### config.mk
export PLATFORM = sky130hd
export DESIGN_NAME = matmul_bram_ctrl
export DESIGN_NICKNAME = d
export VERILOG_FILES = /design/src/rtl/matmul_ctrl_pkg.sv /design/src/rtl/matmul_addr_gen.sv /design/src/rtl/matmul_bram_ctrl.sv
export SDC_FILE = /design/constraint.sdc
export NUM_CORES = 1
export LEC_CHECK = 0
export BUFFER_PORTS_ARGS = -buffer_cell sky130_fd_sc_hd__buf_4
export CORE_MARGIN = 4
export CORE_UTILIZATION = 40
export DETAILED_ROUTE_END_ITERATION = 12
export PLACE_DENSITY = 0.55
export SKIP_CTS_REPAIR_TIMING = 1
export SKIP_LAST_GASP = 1
export SYNTH_ARGS = -nofsm -noshare
export SYNTH_HDL_FRONTEND = slang
export SYNTH_SLANG_ARGS = --single-unit
### constraint.sdc
create_clock -name clk -period 7.1 [get_ports clk]
set_clock_uncertainty 0.15 [all_clocks]
set_input_delay 0 -clock clk [delete_from_list [all_inputs] [get_ports clk]]
set_output_delay 0 -clock clk [all_outputs]
set_load 0.02 [all_outputs]
### src/rtl/matmul_ctrl_pkg.sv
// matmul_ctrl_pkg: shared types and constants for the matmul BRAM sequencer.
//   state_e      : controller FSM states
//   BRAM_RD_LAT  : BRAM read latency in cycles (enable -> doutb)
//   calc_num_*   : derive word counts from element dimensions
package matmul_ctrl_pkg;

  typedef enum logic [2:0] {
    IDLE  = 3'd0,
    FETCH = 3'd1,
    WAIT  = 3'd2,
    WRITE = 3'd3,
    DONE  = 3'd4
  } state_e;

  localparam int BRAM_RD_LAT = 1;

  function automatic int calc_num_k(input int inner_dim, input int chunk);
    return inner_dim / chunk;
  endfunction

  function automatic int calc_num_w(input int w_outer_dim, input int chunk);
    return w_outer_dim / chunk;
  endfunction

  function automatic int calc_num_i(input int i_outer_dim, input int chunk);
    return i_outer_dim / chunk;
  endfunction

endpackage

### src/rtl/matmul_addr_gen.sv
// matmul_addr_gen: i/j/k loop counters and running base addresses.
//   clear    : zero all counters (takes priority)
//   step_k   : advance k, wrapping to 0 after the last k
//   step_j   : advance j (wrapping into i) and zero k
//   in_addr  = i*NUM_K + k,  wb_addr = j*NUM_K + k,  out_addr = i*NUM_W + j
//   k_zero / last_k / last_j / last_i : position flags for the FSM
// Bases are accumulated by NUM_K per step so no multipliers are needed.
module matmul_addr_gen
  import matmul_ctrl_pkg::*;
#(
  parameter int NUM_K      = 64,
  parameter int NUM_W      = 16,
  parameter int NUM_I      = 688,
  parameter int ADDR_WIDTH = 16
) (
  input  logic                  clk,
  input  logic                  rst,
  input  logic                  clear,
  input  logic                  step_k,
  input  logic                  step_j,
  output logic [ADDR_WIDTH-1:0] in_addr,
  output logic [ADDR_WIDTH-1:0] wb_addr,
  output logic [ADDR_WIDTH-1:0] out_addr,
  output logic                  k_zero,
  output logic                  last_k,
  output logic                  last_j,
  output logic                  last_i
);

  localparam logic [ADDR_WIDTH-1:0] NK_A   = ADDR_WIDTH'(NUM_K);
  localparam logic [ADDR_WIDTH-1:0] LAST_K = ADDR_WIDTH'(NUM_K - 1);
  localparam logic [ADDR_WIDTH-1:0] LAST_J = ADDR_WIDTH'(NUM_W - 1);
  localparam logic [ADDR_WIDTH-1:0] LAST_I = ADDR_WIDTH'(NUM_I - 1);

  logic [ADDR_WIDTH-1:0] k_q, k_d, j_q, j_d, i_q, i_d;
  logic [ADDR_WIDTH-1:0] base_i_q, base_i_d, base_j_q, base_j_d;
  logic [ADDR_WIDTH-1:0] out_q, out_d;

  assign k_zero   = (k_q == '0);
  assign last_k   = (k_q == LAST_K);
  assign last_j   = (j_q == LAST_J);
  assign last_i   = (i_q == LAST_I);
  assign in_addr  = base_i_q + k_q;
  assign wb_addr  = base_j_q + k_q;
  assign out_addr = out_q;

  always_comb begin
    k_d      = k_q;
    j_d      = j_q;
    i_d      = i_q;
    base_i_d = base_i_q;
    base_j_d = base_j_q;
    out_d    = out_q;
    if (clear) begin
      k_d      = '0;
      j_d      = '0;
      i_d      = '0;
      base_i_d = '0;
      base_j_d = '0;
      out_d    = '0;
    end else begin
      if (step_k) k_d = last_k ? '0 : k_q + 1'b1;
      if (step_j) begin
        k_d   = '0;
        // out_addr walks i*NUM_W+j linearly, so it just counts writes
        out_d = last_j && last_i ? '0 : out_q + 1'b1;
        if (last_j) begin
          j_d      = '0;
          base_j_d = '0;
          i_d      = last_i ? '0 : i_q + 1'b1;
          base_i_d = last_i ? '0 : base_i_q + NK_A;
        end else begin
          j_d      = j_q + 1'b1;
          base_j_d = base_j_q + NK_A;
        end
      end
    end
  end

  always_ff @(posedge clk or posedge rst) begin
    if (rst) begin
      k_q      <= '0;
      j_q      <= '0;
      i_q      <= '0;
      base_i_q <= '0;
      base_j_q <= '0;
      out_q    <= '0;
    end else begin
      k_q      <= k_d;
      j_q      <= j_d;
      i_q      <= i_d;
      base_i_q <= base_i_d;
      base_j_q <= base_j_d;
      out_q    <= out_d;
    end
  end

endmodule

### src/rtl/matmul_bram_ctrl.sv
// matmul_bram_ctrl: sequences weight/input BRAM reads into the systolic
// matmul core and writes each finished output word to the output BRAM.
//   start/ready/done          : top-level handshake (start sampled in IDLE)
//   clr                       : synchronous abort to IDLE
//   wb_enb/wb_addrb, in_enb/in_addrb : BRAM read ports
//   core_ready/core_in_valid/core_first/core_last/core_out_valid : core i/f
//   out_we/out_addr           : output BRAM write port
// Optional: define MATMUL_CTRL_PERF_EN to add perf_cycles/perf_stalls.
module matmul_bram_ctrl
  import matmul_ctrl_pkg::*;
#(
  parameter int CHUNK_SIZE        = 4,
  parameter int INNER_DIMENSION   = 256,
  parameter int W_OUTER_DIMENSION = 64,
  parameter int I_OUTER_DIMENSION = 2752,
  parameter int ADDR_WIDTH        = 16
) (
  input  logic                  clk,
  input  logic                  rst,
  input  logic                  clr,
  input  logic                  start,
  output logic                  ready,
  output logic                  done,
  output logic                  wb_enb,
  output logic [ADDR_WIDTH-1:0] wb_addrb,
  output logic                  in_enb,
  output logic [ADDR_WIDTH-1:0] in_addrb,
  input  logic                  core_ready,
  output logic                  core_in_valid,
  output logic                  core_first,
  output logic                  core_last,
  input  logic                  core_out_valid,
  output logic                  out_we,
  output logic [ADDR_WIDTH-1:0] out_addr
`ifdef MATMUL_CTRL_PERF_EN
  ,
  output logic [31:0]           perf_cycles,
  output logic [31:0]           perf_stalls
`endif
);

  localparam int NUM_K = calc_num_k(INNER_DIMENSION, CHUNK_SIZE);
  localparam int NUM_W = calc_num_w(W_OUTER_DIMENSION, CHUNK_SIZE);
  localparam int NUM_I = calc_num_i(I_OUTER_DIMENSION, CHUNK_SIZE);

  state_e state_q, state_d;
  logic   issue, ag_clear, step_j;
  logic   k_zero, last_k, last_j, last_i;

  // Per-stage {valid, first, last}; delays the issue flags to line up
  // with BRAM doutb.
  logic [BRAM_RD_LAT-1:0][2:0] rd_pipe_q, rd_pipe_d;

  assign issue    = (state_q == FETCH) && core_ready && !clr;
  assign ag_clear = clr || ((state_q == IDLE) && start);
  assign step_j   = (state_q == WRITE);

  matmul_addr_gen #(
    .NUM_K     (NUM_K),
    .NUM_W     (NUM_W),
    .NUM_I     (NUM_I),
    .ADDR_WIDTH(ADDR_WIDTH)
  ) u_addr_gen (
    .clk     (clk),
    .rst     (rst),
    .clear   (ag_clear),
    .step_k  (issue),
    .step_j  (step_j),
    .in_addr (in_addrb),
    .wb_addr (wb_addrb),
    .out_addr(out_addr),
    .k_zero  (k_zero),
    .last_k  (last_k),
    .last_j  (last_j),
    .last_i  (last_i)
  );

  always_comb begin
    state_d = state_q;
    unique case (state_q)
      IDLE:    if (start) state_d = FETCH;
      FETCH:   if (issue && last_k) state_d = WAIT;
      WAIT:    if (core_out_valid) state_d = WRITE;
      WRITE:   state_d = (last_i && last_j) ? DONE : FETCH;
      DONE:    state_d = IDLE;
      default: state_d = IDLE;
    endcase
    if (clr) state_d = IDLE;
  end

  always_comb begin
    rd_pipe_d    = rd_pipe_q;
    rd_pipe_d[0] = {issue, issue & k_zero, issue & last_k};
    for (int s = 1; s < BRAM_RD_LAT; s++) rd_pipe_d[s] = rd_pipe_q[s-1];
  end

  assign ready         = (state_q == IDLE);
  assign done          = (state_q == DONE);
  assign out_we        = (state_q == WRITE);
  assign wb_enb        = issue;
  assign in_enb        = issue;
  assign core_in_valid = rd_pipe_q[BRAM_RD_LAT-1][2];
  assign core_first    = rd_pipe_q[BRAM_RD_LAT-1][1];
  assign core_last     = rd_pipe_q[BRAM_RD_LAT-1][0];

  always_ff @(posedge clk or posedge rst) begin
    if (rst) begin
      state_q   <= IDLE;
      rd_pipe_q <= '0;
    end else begin
      state_q   <= state_d;
      rd_pipe_q <= rd_pipe_d;
    end
  end

`ifdef MATMUL_CTRL_PERF_EN
  logic [31:0] perf_cycles_q, perf_cycles_d, perf_stalls_q, perf_stalls_d;

  // Counts run while out of IDLE, so they hold their last-run values once
  // DONE has returned to IDLE.
  always_comb begin
    perf_cycles_d = perf_cycles_q;
    perf_stalls_d = perf_stalls_q;
    if (state_q == IDLE) begin
      if (start && !clr) begin
        perf_cycles_d = '0;
        perf_stalls_d = '0;
      end
    end else begin
      perf_cycles_d = perf_cycles_q + 32'd1;
      if ((state_q == FETCH) && !core_ready) perf_stalls_d = perf_stalls_q + 32'd1;
    end
  end

  always_ff @(posedge clk or posedge rst) begin
    if (rst) begin
      perf_cycles_q <= '0;
      perf_stalls_q <= '0;
    end else begin
      perf_cycles_q <= perf_cycles_d;
      perf_stalls_q <= perf_stalls_d;
    end
  end

  assign perf_cycles = perf_cycles_q;
  assign perf_stalls = perf_stalls_q;
`else
  // Performance counters not built.
`endif

endmodule
==> results of run 1 <==
[per-stage QoR]
step	cells	power, mW
6_report	862	1.08
5_1_grt	862	1.12
4_1_cts	859	1.09
3_5_place_dp	843	0.617
3_3_place_gp	843	0.614
2_1_floorplan	641	0.593
[report_power, final]
group / switching, mW / total (mW) / internal (mW)
clock: 0.210 / 0.468 / 0.258
sequential: 0.00632 / 0.523 / 0.517
combinational: 0.0589 / 0.0841 / 0.0251
[layout make-up]
type | instances | area, um^2 | area share
clock inverter | 5 | 37.5 | 0.00574
tap | 180 | 225 | 0.0344
timing repair buffer | 65 | 495 | 0.0757
clock buffer | 11 | 253 | 0.0386
inverter | 22 | 83.8 | 0.0128
sequential | 90 | 2250 | 0.344
multi-input combinational | 489 | 3190 | 0.488
[layout by cell type (no fill, tap or decap), types with 3 or more instances in the layout]
cell type	synthesis	routed
a211oi_1	6	6
a21o_1	6	6
a21oi_1	27	27
a22o_1	11	11
a2bb2oi_1	3	3
and2_1	9	9
and3_1	9	9
and4_1	6	6
buf_4	11	62
clkbuf_16	0	9
dfrtp_1	90	90
dlygate4sd3_1	0	3
ha_1	25	25
inv_1	21	20
mux2i_1	7	7
nand2_1	50	50
nand3_1	44	44
nand4_1	23	23
nor2_1	56	55
nor3_1	26	26
nor3b_1	3	3
nor4_1	9	9
nor4_4	3	3
o2111ai_1	6	6
o211ai_1	7	7
o21a_1	3	3
o21ai_0	54	54
o21ai_1	5	5
o31ai_1	8	8
or3_1	7	7
or4_1	3	3
xnor2_1	11	11
xor2_1	23	23
[cell families after synthesis]
logic type      Yosys count  synth area share
simple gates            262             0.242
compound gates          159             0.192
flops                    90             0.393
buf+inv                  62            0.0506
xor+xnor                 34            0.0519
fa+ha+maj                25            0.0545
mux                       9            0.0161
[per-layer routing]
metal	track usage	wire length, um	vias to the layer above
li1	-	-	2438
met1	0.264	7230	2414
met2	0.281	6650	92
met3	0.0379	511	10
met4	0.0356	110	0
met5	0	0	-
[final timing paths]
check,from,endpoint,slack [ns],cells after the start
worst max-delay path,u_addr_gen.k_q[7],in_addrb[15],4.04,7
worst min-delay path,core_out_valid,state_q[0],-0.02,5
worst max register to register,state_q[1],u_addr_gen.i_q[12],4.15,5
worst min register to register,u_addr_gen.out_addr[15],u_addr_gen.out_addr[15],0.34,1
max in group asynchronous,rst,u_addr_gen.base_j_q[7],5.53,4
min in group asynchronous,rst,u_addr_gen.i_q[3],0.11,3
[state kept, by name (all words and copies together) (netlist names)]
signal and cells:
rd_pipe_q 3, state_q 3, u_addr_gen.base_i_q 10, u_addr_gen.base_j_q 10, u_addr_gen.i_q 16, u_addr_gen.j_q 16
u_addr_gen.k_q 16, u_addr_gen.out_addr 16
[worst max-delay path, cell delays in order (launching register included)]
cell and delay (ns):
dfrtp_1 0.55, ha_1 0.32, a21oi_1 0.26, o211ai_1 0.23
o41ai_1 0.70, nor2_1 0.11, a211oi_1 0.21, buf_4 0.18
==> flow_metrics.py, run 1 <==
metrics = {
    "logic_synthesis": {
        "synth_fp_nets": 672,
        "yosys.area.top_type": "dfrtp_1",
        "synth_top_area_share": 0.393,
        "synth_edf_count": 0,
        "netlist_instances": 641,
        "yosysSeqAreaShare": 0.393,
        "async_flop_share": 1.00,
        "yosys_warnings": 0,
        "synth.distinct_cells": 64,
        "synthesis.area_mm2": 0.00573,
        "synth_area_leaders": "dfrtp_1, ha_1, o21ai_0, nand3_1, nor2_1",
        "synthTopCellsByCount": "dfrtp_1, nor2_1, o21ai_0",
        "yosysMostFrequentCell": "dfrtp_1",
        "synth_seq_cells": 90,
        "postSynthAreaPerCell_um2": 8.95,
        "synth_top_flop_cell": "dfrtp_1",
    },
    "critical_path": {
        "required_ns": 6.95,
        "crit_path_max_fanout": 8,
        "critPathArrivalTime_ns": 2.91,
        "end_kind": "output pin",
        "crit_type": "flip-flop to output pin",
        "critPathLaunchType": "flip-flop",
    },
    "detailed_routing": {
        "antenna_left": 0,
        "viasPerCell": 5.75,
        "avgRoutedWirePerCell_um": 16.8,
        "drt_iter0_drc": 411,
        "via_count": 4954,
        "wl_mm": 14.5,
        "firstDrtPassIters": 5,
        "drc": 0,
    },
    "timing": {
        "fin_setup_tns_ns": 0,
        "tightest_slew_ns": 1.16,
        "drv_slew": 0,
        "maxSlewHeadroom": 0.224,
        "setup_slack_ns": 4.04,
        "hold_viol_final": 1,
        "max_freq_mhz": 327,
        "hold_slack_ns": -0.0180,
        "rsz0062_at_grt": "no",
        "fin_crit_ns": 3.06,
        "setup_viol": 0,
        "fin_crit_sh": 0.431,
    },
    "placement": {
        "placedInstanceArea_mm2": 0.00622,
        "pre_cts_slack_ns": 4.17,
        "port_buffers": 61,
        "dp_hpwl_mm": 10.2,
        "gp_congestion": 0.893,
    },
    "pwr": {
        "irDropWorstVdd_uv": 169,
        "powerDensity_mw_per_mm2": 164,
        "leakagePower_nw": 2.84,
    },
    "finish": {
        "diodes": 0,
        "fillers": 1351,
        "drive_above_1_share": 0.145,
        "utilization": 0.469,
        "fin_area_mm2": 0.00654,
        "syn2layout_area_growth_pct": 14.1,
        "layout.nets": 708,
    },
    "die": {
        "initial_core_util": 0.412,
        "die_area_mm2": 0.0163,
        "rows": 43,
        "die_w_um": 128,
        "io_pins": 62,
        "die-height_um": 128,
        "core_mm2": 0.0139,
    },
    "clock_network": {
        "cts_buffers": 9,
        "cts_tree": "yes",
        "insertion_delay_ns": 0.34,
        "clk_pin_slew_worst_paths_ns": 0.07,
        "clockBufferDepth": 2,
        "cts_max_level": 3,
        "cts_root_buf": "clkbuf_16",
        "cts_sinks": 90,
    },
    "global_route": {
        "gr-total-overflow": 0,
        "antenna_found_initial": 0,
        "grt_pass1_wl_mm": 24.4,
        "grt_max_degree": 59,
        "grtUsageTotal": 0.181,
        "grt_pass1_vias": 4663,
    },
    "run_status": {
        "failed_checks": "hold timing",
        "outcome": "complete, but fails checks",
    },
    "run": {
        "drv_cap": 0,
    },
    "min_path": {
        "holdCritPathClass": "primary input to flip-flop",
    },
}
Note: power is estimated with default switching activity, not from simulation.
==> run 2: changes to the inputs <==
- clock period: 7.1 -> 3.1 ns (I/O delays scaled with it)
==> run 2 against run 1 <==
- the run still ends with hold timing left
- final cell count is 1.9% higher
- critical endpoint unchanged
- worst hold slack better by 0.0074 ns
- die area stayed put
- sequential power is 130% higher
- combinational power is 150% higher
- critical path depth is 1 higher
- highest routed layer unchanged
- first-iteration DRC count is 4.4% higher
- power is 130% higher
- routed wire length is 0.85% higher
- core utilization is 0.84 points higher
- non-clock buffer count is 16 higher
- global-route usage is 0.34 points higher
==> flow_metrics.py, run 2 (synthesis gave the netlist of run 1 again) <==
metrics = {
    "finish": {
        "layout.nets": 724,
        "mostFrequentLayoutCell": "dfrtp_1",
        "fillers": 1317,
        "fin_cells": 878,
        "fin_area_mm2": 0.00666,
        "drive_above_1_share": 0.159,
        "layout_common_cells": "dfrtp_1, buf_4, nor2_1",
        "utilization": 0.478,
        "syn2layout_area_growth_pct": 16.1,
        "diodes": 0,
    },
    "clock_network": {
        "insertion_delay_ns": 0.35,
        "cts_buffers": 9,
        "cts_sinks": 90,
        "clk_pin_slew_worst_paths_ns": 0.06,
        "clockBufferDepth": 2,
        "cts_root_buf": "clkbuf_16",
        "cts_max_level": 3,
        "cts_tree": "yes",
    },
    "pwr": {
        "irDropWorstVdd_uv": 266,
        "total_power_mw": 2.48,
        "powerDensity_mw_per_mm2": 373,
        "leakagePower_nw": 2.91,
    },
    "detailed_routing": {
        "highest_layer": "met4",
        "antenna_left": 0,
        "via_count": 5033,
        "drc": 0,
        "avgRoutedWirePerCell_um": 16.7,
        "drt_iter0_drc": 429,
        "viasPerCell": 5.73,
        "firstDrtPassIters": 5,
        "met3_length_um": 588,
        "wl_met1_mm": 6.96,
        "wl_mm": 14.6,
        "met2_length_mm": 6.87,
    },
    "timing": {
        "maxSlewHeadroom": 0.328,
        "fin_setup_tns_ns": 0,
        "setup_viol": 0,
        "tightest_slew_ns": 1.01,
        "fin_crit_sh": 0.888,
        "hold_slack_ns": -0.0106,
        "fin_crit_ns": 2.75,
        "hold_viol_final": 1,
        "drv_slew": 0,
        "max_freq_mhz": 363,
        "rsz0062_at_grt": "no",
    },
    "die": {
        "io_pins": 62,
        "rows": 43,
        "die_w_um": 128,
        "core_mm2": 0.0139,
        "initial_core_util": 0.412,
        "die-height_um": 128,
        "die_area_mm2": 0.0163,
    },
    "global_route": {
        "gr-total-overflow": 0,
        "grt_pass1_vias": 4835,
        "grt_max_degree": 43,
        "antenna_found_initial": 0,
        "grtUsageTotal": 0.185,
        "grt_pass1_wl_mm": 24.6,
    },
    "placement": {
        "placedInstanceArea_mm2": 0.00633,
        "dp_hpwl_mm": 10.4,
        "place_inst": 858,
        "gp_congestion": 0.836,
        "port_buffers": 61,
    },
    "min_path": {
        "hold-path-endpoint": "state_q[0]",
        "hold_path_depth": 5,
        "holdCritStartpoint": "start",
        "holdCritPathClass": "primary input to flip-flop",
    },
    "critical_path": {
        "required_ns": 2.95,
        "reg2regPathDepth": 7,
        "crit_chain": "ha_1 > a21oi_1 > o211ai_1 > o41ai_1 > buf_4 > nor2_1 > a211oi_1 > buf_4",
        "r2r-start": "u_addr_gen.j_q[0]",
        "crit_type": "flip-flop to output pin",
        "rr_endpoint": "u_addr_gen.out_addr[10]",
        "critPathLaunchType": "flip-flop",
        "slowest_delay_ns": 0.54,
        "cp_slowest_cell": "dfrtp_1",
        "end_kind": "output pin",
        "crit_top_cell": "buf_4",
        "regToRegSetupSlack_ns": 0.53,
        "path_delay_family": "compound AO/OA/AOI/OAI gates",
        "critPathArrivalTime_ns": 2.60,
        "cp_num_buf_inv": 2,
        "crit_path_max_fanout": 8,
    },
    "run_status": {
        "failed_checks": "hold timing",
        "outcome": "complete, but fails checks",
    },
    "run": {
        "drv_cap": 0,
    },
}
[run 2: cell count changes in the layout (fill, tap and decap cells not counted), sizes merged]
cell	delta
buf	+15
clkbuf	+4
clkinv	-2
clkinvlp	-1
dlygate4sd3	+1
inv	-1
[run 2: how the worst max path moves through the flow]
stage / startpoint / end / slack (ns) / cells after the start
2_1_floorplan: rst / rd_pipe_q[0] / 0.61 / 1
3_3_place_gp: u_addr_gen.j_q[0] / u_addr_gen.out_addr[15] / 0.64 / 7
5_1_grt: u_addr_gen.k_q[7] / in_addrb[15] / 0.13 / 8
3_5_place_dp: u_addr_gen.j_q[0] / u_addr_gen.out_addr[10] / 0.55 / 7
4_1_cts: u_addr_gen.k_q[7] / in_addrb[15] / 0.35 / 8
6_report: u_addr_gen.k_q[7] / in_addrb[15] / 0.35 / 8
[run 2: worst reg2reg max path, stage by stage (launching register included)]
cell     delay (ns)
dfrtp_1        0.40
ha_1           0.21
and3_1         0.21
and4_1         0.19
buf_4          0.18
a21oi_2        0.80
nand4_1        0.18
mux2i_1        0.17
[run 2: cell type report]
type | instances | area [um^2] | share of cell area
multi-input combinational | 489 | 3190 | 0.480
tap | 180 | 225 | 0.0338
sequential | 90 | 2250 | 0.338
timing repair buffer | 81 | 618 | 0.0928
clock buffer | 15 | 278 | 0.0417
clock inverter | 1 | 7.51 | 0.00113
inverter | 22 | 83.8 | 0.0126
[run 2: where the power goes]
group          switching [mW]  internal [mW]  total, mW
sequential             0.0143           1.18       1.20
clock                   0.464          0.611       1.08
combinational           0.139         0.0700      0.209
[run 2: layer usage]
metal | track usage | vias to the layer above
li1 | - | 2456
met1 | 0.258 | 2448
met2 | 0.293 | 113
met3 | 0.0396 | 16
met4 | 0.0481 | 0
met5 | 0 | -
[run 2: through the flow]
| step | hold WS, ns | setup slack (ns) |
|---|---|---|
| 2_1_floorplan | 0.102 | 0.615 |
| 3_3_place_gp | 0.00212 | 0.639 |
| 3_5_place_dp | 0.00651 | 0.549 |
| 4_1_cts | -0.370 | 0.349 |
| 5_1_grt | 0.00560 | 0.128 |
| 6_report | -0.0106 | 0.348 |
